File: config.mk
export PLATFORM = sky130hd
export DESIGN_NAME = mux_scan_sel
export DESIGN_NICKNAME = d
export VERILOG_FILES = /design/src/rtl/mux_scan_sel.sv
export SDC_FILE = /design/constraint.sdc
export NUM_CORES = 1
export LEC_CHECK = 0
export ABC_CLOCK_PERIOD_IN_PS = 6540
export BUFFER_PORTS_ARGS = -buffer_cell sky130_fd_sc_hd__buf_2
export CELL_PAD_IN_SITES_DETAIL_PLACEMENT = 1
export CELL_PAD_IN_SITES_GLOBAL_PLACEMENT = 1
export CORE_MARGIN = 3
export CORE_UTILIZATION = 40
export DETAILED_ROUTE_END_ITERATION = 10
export PLACE_DENSITY_LB_ADDON = 0.1
export SLEW_MARGIN = 5
export SYNTH_ARGS = -nofsm -noshare
export SYNTH_HDL_FRONTEND = slang
export SYNTH_SLANG_ARGS = --single-unit
export TNS_END_PERCENT = 100
File: constraint.sdc
create_clock -name clk -period 6.54 [get_ports clk]
set_clock_uncertainty 0.05 [all_clocks]
set_input_delay 0.654 -clock clk [delete_from_list [all_inputs] [get_ports clk]]
set_output_delay 0.654 -clock clk [all_outputs]
set_load 0.005 [all_outputs]
File: src/rtl/mux_scan_sel.sv
// Registered 2^SEL_W-to-1 channel multiplexer.
// Direct mode follows sel; scan mode dwells on each channel enabled in mask, then moves on.
module mux_scan_sel #(
    parameter int unsigned WIDTH = 1,
    parameter int unsigned SEL_W = 4,
    parameter int unsigned DWELL = 4
) (
    input  logic                           clk,
    input  logic                           rst_n,
    input  logic                           en,
    input  logic                           mode,
    input  logic [SEL_W-1:0]               sel,
    input  logic [(2**SEL_W)-1:0]          mask,
    input  logic [WIDTH*(2**SEL_W)-1:0]    data_in,
    output logic [WIDTH-1:0]               out,
    output logic [SEL_W-1:0]               ch,
    output logic                           valid,
    output logic                           wrap
);

    localparam int unsigned CH   = 2 ** SEL_W;
    localparam int unsigned DW_W = (DWELL > 1) ? $clog2(DWELL) : 1;
    localparam logic [DW_W-1:0] DWELL_LAST = DW_W'(DWELL - 1);

    logic [WIDTH-1:0] chans [CH];
    logic [DW_W-1:0]  dwell;
    logic [DW_W-1:0]  dwell_d;
    logic [SEL_W-1:0] ch_d;
    logic [WIDTH-1:0] out_d;
    logic             valid_d;
    logic             wrap_d;
    logic [SEL_W-1:0] scan_ch;
    logic [SEL_W-1:0] cand;
    logic             found;
    logic             adv;

    for (genvar i = 0; i < CH; i++) begin : g_ch
        assign chans[i] = data_in[i*WIDTH +: WIDTH];
    end

    // Circular priority search starting at ch+1; k = CH lands back on ch itself.
    always_comb begin
        scan_ch = ch;
        cand    = '0;
        found   = 1'b0;
        for (int unsigned k = 1; k <= CH; k++) begin
            cand = ch + SEL_W'(k);
            if (!found && mask[cand]) begin
                found   = 1'b1;
                scan_ch = cand;
            end
        end
    end

    // Next-state selection; an all-zero mask in scan mode holds everything but drops valid.
    always_comb begin
        ch_d    = ch;
        out_d   = out;
        dwell_d = dwell;
        valid_d = 1'b0;
        wrap_d  = 1'b0;
        adv     = 1'b0;
        if (!mode) begin
            ch_d    = sel;
            out_d   = chans[sel];
            dwell_d = '0;
            valid_d = 1'b1;
        end else if (|mask) begin
            adv     = (dwell == DWELL_LAST) || !mask[ch];
            valid_d = 1'b1;
            if (adv) begin
                ch_d    = scan_ch;
                dwell_d = '0;
                wrap_d  = (scan_ch <= ch);
            end else begin
                dwell_d = dwell + DW_W'(1);
            end
            out_d = chans[ch_d];
        end
    end

    always_ff @(posedge clk or negedge rst_n) begin
        if (!rst_n) begin
            out   <= '0;
            ch    <= '0;
            valid <= 1'b0;
            wrap  <= 1'b0;
            dwell <= '0;
        end else if (en) begin
            out   <= out_d;
            ch    <= ch_d;
            valid <= valid_d;
            wrap  <= wrap_d;
            dwell <= dwell_d;
        end
    end

endmodule

==> Flow_metrics.wiki, run 1 <==
{| class="wikitable"
! Metric !! Value
|-
| Net count of the mapped netlist || 490
|-
| Path type of the worst min-delay path || primary input to asynchronous set/reset pin
|-
| Via count of the first global-routing pass || between 3000 and 4000
|-
| Number of instances in the synthesized netlist || ~440
|-
| Die Ht || 102.5 um
|-
| Floorplan row count || 34
|-
| Total of max-cap violations || 0
|-
| Type of the worst setup path || flip-flop to flip-flop
|-
| Root buffer cell || sky130_fd_sc_hd__clkbuf_8
|-
| Routed len/inst || approximately 24 um
|-
| Die span in x || between 100 and 150 um
|-
| Initial core utilization || 0.4188
|-
| Status || finished clean
|-
| Flops & latches, synth || 9
|-
| Router iterations before antenna repair || 5
|-
| WP data arrival || roughly 5.6 ns
|-
| Detailed-route wire length || approximately 14 mm
|-
| First-pass GRT wire length || about 22 mm
|-
| DPL Wire Length || around 11 mm
|-
| Number of hold-slack violations in the final timing report || 0
|-
| Max-slew violations || 0
|-
| Clock-pin slew on the worst setup and hold paths || ~0.04 ns
|-
| Post-synthesis cell area || ~0.0037 sq mm
|-
| Count of input and output buffers || 46
|-
| Initial drt markers || around 220
|-
| CTS tree || done
|-
| Worst-Skew Late Latency || 0.23 ns
|-
| Nets || 521
|-
| Global router's overall resource usage || 0.2634
|-
| Fraction of registers with async set/reset || 1.000
|-
| Area enclosed by the die boundary || approximately 0.011 sq mm
|-
| Via density per instance || 6.925
|-
| Period Utilization, post-route || 0.8459
|-
| Post-synth EDFFs || 0
|-
| CTS H-Tree Depth || 1
|-
| Setup-failing EPs final || 0
|-
| Post-synth cell types || 69
|-
| Layout cells sized above 1 || 0.2548
|-
| Post-synth top flop || sky130_fd_sc_hd__dfrtp_1
|-
| Slew of the pin with the lowest slew margin || between 1 and 1.5 ns
|-
| Setup repair after global routing missed its margin || false
|-
| # diodes || 0
|-
| Time the final worst path needs with I/O delays and setup || 5.532 ns
|-
| Core Region || slightly below 0.009 sq mm
|-
| Depth of the worst register-to-register path || 18
|-
| Average footprint of a synthesized cell || roughly 8.5 sq um
|-
| Relative max-transition margin || 0.2695
|-
| Sequential-to-total area share from yosys stat || 0.06048
|-
| Worst-case clock buffer depth || 2
|-
| Detailed-route via count || roughly 4000
|-
| # resized after CTS || 0
|-
| Detailed-route DRC error count || 0
|-
| Number of top-level pins || 47
|-
| Num CTS Buffers || 3
|-
| Largest driver fanout on the critical path || between 40 and 50
|-
| Post-CTS Setup Repair Bufs || 0
|-
| Yosys warnings || 0
|-
| Antenna-violating nets left || 0
|-
| Startpoint types || flip-flop
|-
| Global placement routability congestion || between 0.9 and 1
|-
| Number of antenna violations at the first check in global routing || 0
|-
| Highest achievable clock rate || 180.8 MHz
|-
| Area growth, synth to finish || 8.905%
|-
| Largest net degree at the start of global routing || 47
|-
| Setup TNS after final layout || 0 ns
|-
| Post-CTS Hold Buffers || 0
|-
| Required time of the critical path || ~6.6 ns
|-
| Number of sinks on the clock net || 9
|-
| Crit end category || flip-flop
|-
| Gr ovfl total || 0
|}
flip-flops by register name, summed over array words and instances, names as in the netlist:
| name | flops |
|---|---|
| valid | 1 |
| dwell | 2 |
| ch | 4 |
| wrap | 1 |
| out | 1 |
worst paths after layout:
| path | from | to | slack [ns] |
|---|---|---|---|
| min in group clk | dwell[0] | dwell[0] | 0.46 |
| worst min-delay path | rst_n | ch[2] | 0.22 |
| worst min register to register | dwell[0] | dwell[0] | 0.46 |
| max in group asynchronous | rst_n | ch[0] | 6.02 |
| worst max register to register | ch[0] | wrap | 1.01 |
| worst max-delay path | ch[0] | wrap | 1.01 |
area by class of cell:
cell class | count | area, sq um
repair buffers | 54 | 290.3
inverters | 18 | 67.56
multi-input cells | 382 | 3291
fillers | 1094 | 4836
clock buffers | 4 | 45.04
well taps | 108 | 135.1
flip-flops and latches | 9 | 226.5
kinds of logic (layout without fill, tap and decap cells):
group                      count (synthesis)  after routing  share of synthesized area
and+or+nand+nor                          144            144                     0.2050
muxes                                     96             96                     0.3948
AOI/OAI and AO/OA                        119            119                     0.2147
buffers and inverters                     46             76                    0.05578
DFF                                        9              9                    0.06048
adders and majority gates                 13             13                    0.04368
xor gates and xnor gates                  10             10                    0.02554
layer usage:
| layer | GRT usage | share of wire |
|---|---|---|
| met1 | 0.3870 | 0.45 |
| met2 | 0.4181 | 0.47 |
| met3 | 0.03345 | 0.060 |
| met4 | 0.04743 | 0.018 |
| met5 | 0 | 0 |
Yosys cell counts (10+ instances only):
library cell,instances,area share
sky130_fd_sc_hd__nand2_1,43,0.043
sky130_fd_sc_hd__mux2i_1,35,0.094
sky130_fd_sc_hd__mux4_2,34,0.21
sky130_fd_sc_hd__a21oi_1,22,0.030
sky130_fd_sc_hd__o21ai_0,19,0.026
sky130_fd_sc_hd__clkbuf_1,17,0.017
sky130_fd_sc_hd__nand3_1,17,0.023
sky130_fd_sc_hd__nor2_1,17,0.017
sky130_fd_sc_hd__inv_1,15,0.015
sky130_fd_sc_hd__ha_1,13,0.044
sky130_fd_sc_hd__mux2_2,13,0.039
sky130_fd_sc_hd__a221oi_1,11,0.026
sky130_fd_sc_hd__a31oi_1,11,0.018
sky130_fd_sc_hd__nor4_1,10,0.017
critical path, stage by stage, from the launching register on:
cell and delay (ns):
sky130_fd_sc_hd__dfrtp_2 0.40, sky130_fd_sc_hd__buf_4 0.31, sky130_fd_sc_hd__ha_1 0.41, sky130_fd_sc_hd__xnor2_1 0.89, sky130_fd_sc_hd__mux4_2 0.51, sky130_fd_sc_hd__or4b_1 0.73, sky130_fd_sc_hd__nor3_2 0.48, sky130_fd_sc_hd__nand4_1 0.15
sky130_fd_sc_hd__nand4_1 0.13, sky130_fd_sc_hd__a21oi_1 0.06, sky130_fd_sc_hd__a21oi_1 0.14, sky130_fd_sc_hd__a21o_1 0.10, sky130_fd_sc_hd__a22o_1 0.16, sky130_fd_sc_hd__ha_1 0.25, sky130_fd_sc_hd__o21ai_0 0.10, sky130_fd_sc_hd__nand2b_1 0.09
sky130_fd_sc_hd__a21oi_1 0.15, sky130_fd_sc_hd__a41oi_1 0.07, sky130_fd_sc_hd__o32ai_1 0.23
metrics by stage:
stage,cells,hold slack (ns),utilization,setup WS [ns],area [sq um]
floorplan,437,0.3084,-,1.115,3724
global placement,571,0.4458,0.4510,1.180,4010
detailed placement,571,0.4565,0.4510,0.9791,4010
CTS,575,0.2188,0.4561,0.9900,4055
global route,575,0.2207,0.4561,0.5473,4055
finish,575,0.2162,0.4561,1.008,4055
placed cells by master, fill, tap and decap left out, types with 10 or more instances in the layout:
master,netlist,routed
sky130_fd_sc_hd__a21oi_1,22,22
sky130_fd_sc_hd__a221oi_1,11,11
sky130_fd_sc_hd__a31oi_1,11,11
sky130_fd_sc_hd__buf_2,4,46
sky130_fd_sc_hd__ha_1,13,13
sky130_fd_sc_hd__inv_1,15,15
sky130_fd_sc_hd__mux2_2,13,13
sky130_fd_sc_hd__mux2i_1,35,35
sky130_fd_sc_hd__mux4_2,34,34
sky130_fd_sc_hd__nand2_1,43,43
sky130_fd_sc_hd__nand3_1,17,17
sky130_fd_sc_hd__nor2_1,17,17
sky130_fd_sc_hd__nor4_1,10,10
sky130_fd_sc_hd__o21ai_0,19,19
Power of run 1 is left out: the tool's default activity adds up to more than one toggle a clock period on the data nets, which glitch-free logic cannot reach.
==> inputs of run 2 (changes only) <==
- ABC_CLOCK_PERIOD_IN_PS: 6540 -> 4500
- clock period: 6.54 -> 4.5 ns (I/O delays scaled with it)
==> Flow_metrics.wiki, run 2 (synthesis results as in run 1) <==
{| class="wikitable"
! Metric !! Value
|-
| GR Layer Usage met2 || 0.4652
|-
| Routed len/inst || between 20 and 25 um
|-
| Layout cells sized above 1 || 0.4327
|-
| Top library cells by usage in the layout, fill and taps aside || sky130_fd_sc_hd__buf_4 (84), sky130_fd_sc_hd__buf_2 (46), sky130_fd_sc_hd__nand2_1 (43)
|-
| Initial drt markers || between 200 and 300
|-
| First-pass GRT wire length || 23.54 mm
|-
| Largest net degree at the start of global routing || 25
|-
| Via density per instance || about 6.6
|-
| Detailed-route via count || 4357
|-
| Global placement routability congestion || roughly 0.94
|-
| Die span in x || between 100 and 150 um
|-
| Period Utilization, post-route || 0.9793
|-
| Die Ht || a little over 100 um
|-
| Highest achievable clock rate || around 230 MHz
|-
| Detailed-route DRC error count || 0
|-
| Detailed-route wire length || between 15 and 20 mm
|-
| Grt peak-use layer || met2
|-
| Via count of the first global-routing pass || ~4300
|-
| Number of hold-slack violations in the final timing report || 0
|-
| Most frequent standard cell in the layout excluding fill and tap cells || sky130_fd_sc_hd__buf_4
|-
| Worst-Skew Late Latency || approximately 0.23 ns
|-
| Num CTS Buffers || 3
|-
| Number of antenna violations at the first check in global routing || 0
|-
| Relative max-transition margin || 0.5951
|-
| Time the final worst path needs with I/O delays and setup || around 4.4 ns
|-
| Fillers || 1078
|-
| Count of input and output buffers || between 40 and 50
|-
| Status || finished clean
|-
| Core Region || 0.008891 sq mm
|-
| Grt met1 use || 0.4153
|-
| Path type of the worst min-delay path || primary input to asynchronous set/reset pin
|-
| Total of max-cap violations || 0
|-
| CTS tree || done
|-
| Setup slack after layout || between 0.09 and 0.1 ns
|-
| Top reg by flops || ch
|-
| Post-CTS Hold Buffers || 0
|-
| Startpoint types || flip-flop
|-
| Largest driver fanout on the critical path || 8
|-
| Leading registers by flop count || ch: 4 flops, dwell: 2 flops
|-
| Met3 demand-to-capacity share in global routing || 0.02048
|-
| Setup-failing EPs final || 0
|-
| Gr ovfl total || 0
|-
| Required time of the critical path || ~4.6 ns
|-
| Number of sinks on the clock net || 9
|-
| Global router's overall resource usage || 0.2847
|-
| Worst-case clock buffer depth || 2
|-
| Antenna-violating nets left || 0
|-
| Router iterations before antenna repair || 5
|-
| Initial core utilization || 0.4188
|-
| WP data arrival || roughly 4.5 ns
|-
| Root buffer cell || sky130_fd_sc_hd__clkbuf_8
|-
| Largest register FFs || 4
|-
| Nets || 604
|-
| Area used by multi-input combinational logic || 0.003498 sq mm
|-
| Type of the worst setup path || flip-flop to flip-flop
|-
| CTS H-Tree Depth || 1
|-
| # diodes || 0
|-
| Clock-pin slew on the worst setup and hold paths || ~0.050 ns
|-
| Floorplan row count || 34
|-
| Slew of the pin with the lowest slew margin || between 0.6 and 0.7 ns
|-
| Area growth, synth to finish || 33.23%
|-
| Sequential Area || approximately 230 sq um
|-
| Setup repair after global routing missed its margin || true
|-
| Number of top-level pins || between 40 and 50
|-
| Worst-case setup slack after placement || -0.2595 ns
|-
| Crit end category || flip-flop
|-
| DPL Wire Length || 11.89 mm
|-
| Max-slew violations || 0
|-
| Area enclosed by the die boundary || about 0.011 sq mm
|}
[run 2: final timing paths]
kind	startpoint	to	slack, ns	cells after the start
setup / recovery	ch[1]	wrap	0.09	16
hold / removal	rst_n	dwell[0]	0.01	1
setup reg to reg	ch[1]	wrap	0.09	16
hold reg to reg	out	out	0.48	2
max in group asynchronous	rst_n	ch[0]	4.19	1
min in group clk	out	out	0.48	2
[run 2: per-stage QoR]
step | instance area [sq um] | TNS, ns | utilization | std cells | hold WS, ns
after floorplan | 3790 | -0.4970 | - | 437 | 0.1044
after global placement | 4621 | -0.5527 | 0.5197 | 647 | 0.2632
after detailed placement | 4621 | -0.4751 | 0.5197 | 647 | 0.2606
after CTS | 4702 | 0 | 0.5288 | 651 | 0.01084
after global routing | 4961 | -0.1497 | 0.5580 | 658 | 0.01790
final | 4961 | 0 | 0.5580 | 658 | 0.009751
[run 2: critical path, cell delays in order (launching register included)]
cell                      delay, ns
sky130_fd_sc_hd__dfrtp_2       0.41
sky130_fd_sc_hd__inv_6         0.04
sky130_fd_sc_hd__ha_4          0.32
sky130_fd_sc_hd__mux4_2        0.52
sky130_fd_sc_hd__mux4_2        0.51
sky130_fd_sc_hd__or4b_4        0.51
sky130_fd_sc_hd__buf_8         0.17
sky130_fd_sc_hd__buf_4         0.15
sky130_fd_sc_hd__nor4_4        0.27
sky130_fd_sc_hd__o21ai_1       0.14
sky130_fd_sc_hd__a31o_1        0.26
sky130_fd_sc_hd__a21oi_2       0.18
sky130_fd_sc_hd__inv_1         0.10
sky130_fd_sc_hd__ha_4          0.22
sky130_fd_sc_hd__a21oi_2       0.13
sky130_fd_sc_hd__a41oi_1       0.06
sky130_fd_sc_hd__o32ai_1       0.27
[run 2: metal layers]
layer | vias to the layer above | wire, um
li1 | 1978 | -
met1 | 2191 | 6707
met2 | 163 | 7254
met3 | 25 | 839
met4 | 0 | 296
met5 | - | 0
[run 2: area by class of cell]
cell class                 instances  share of cell area
tap                              108             0.02724
timing repair buffer             137              0.1980
sequential                         9             0.04590
inverter                          18             0.01463
multi-input combinational        382              0.7052
clock buffer                       4            0.009079
[run 2: what timing repair did]
action / 4_1_cts / 5_1_grt
setup buffers: 0 / 6
pin swaps: 3 / 10
gates resized for setup: 8 / 43
gates cloned: 0 / 1
setup endpoints to repair: 2 / 2
Power of run 2 is left out for the same reason.
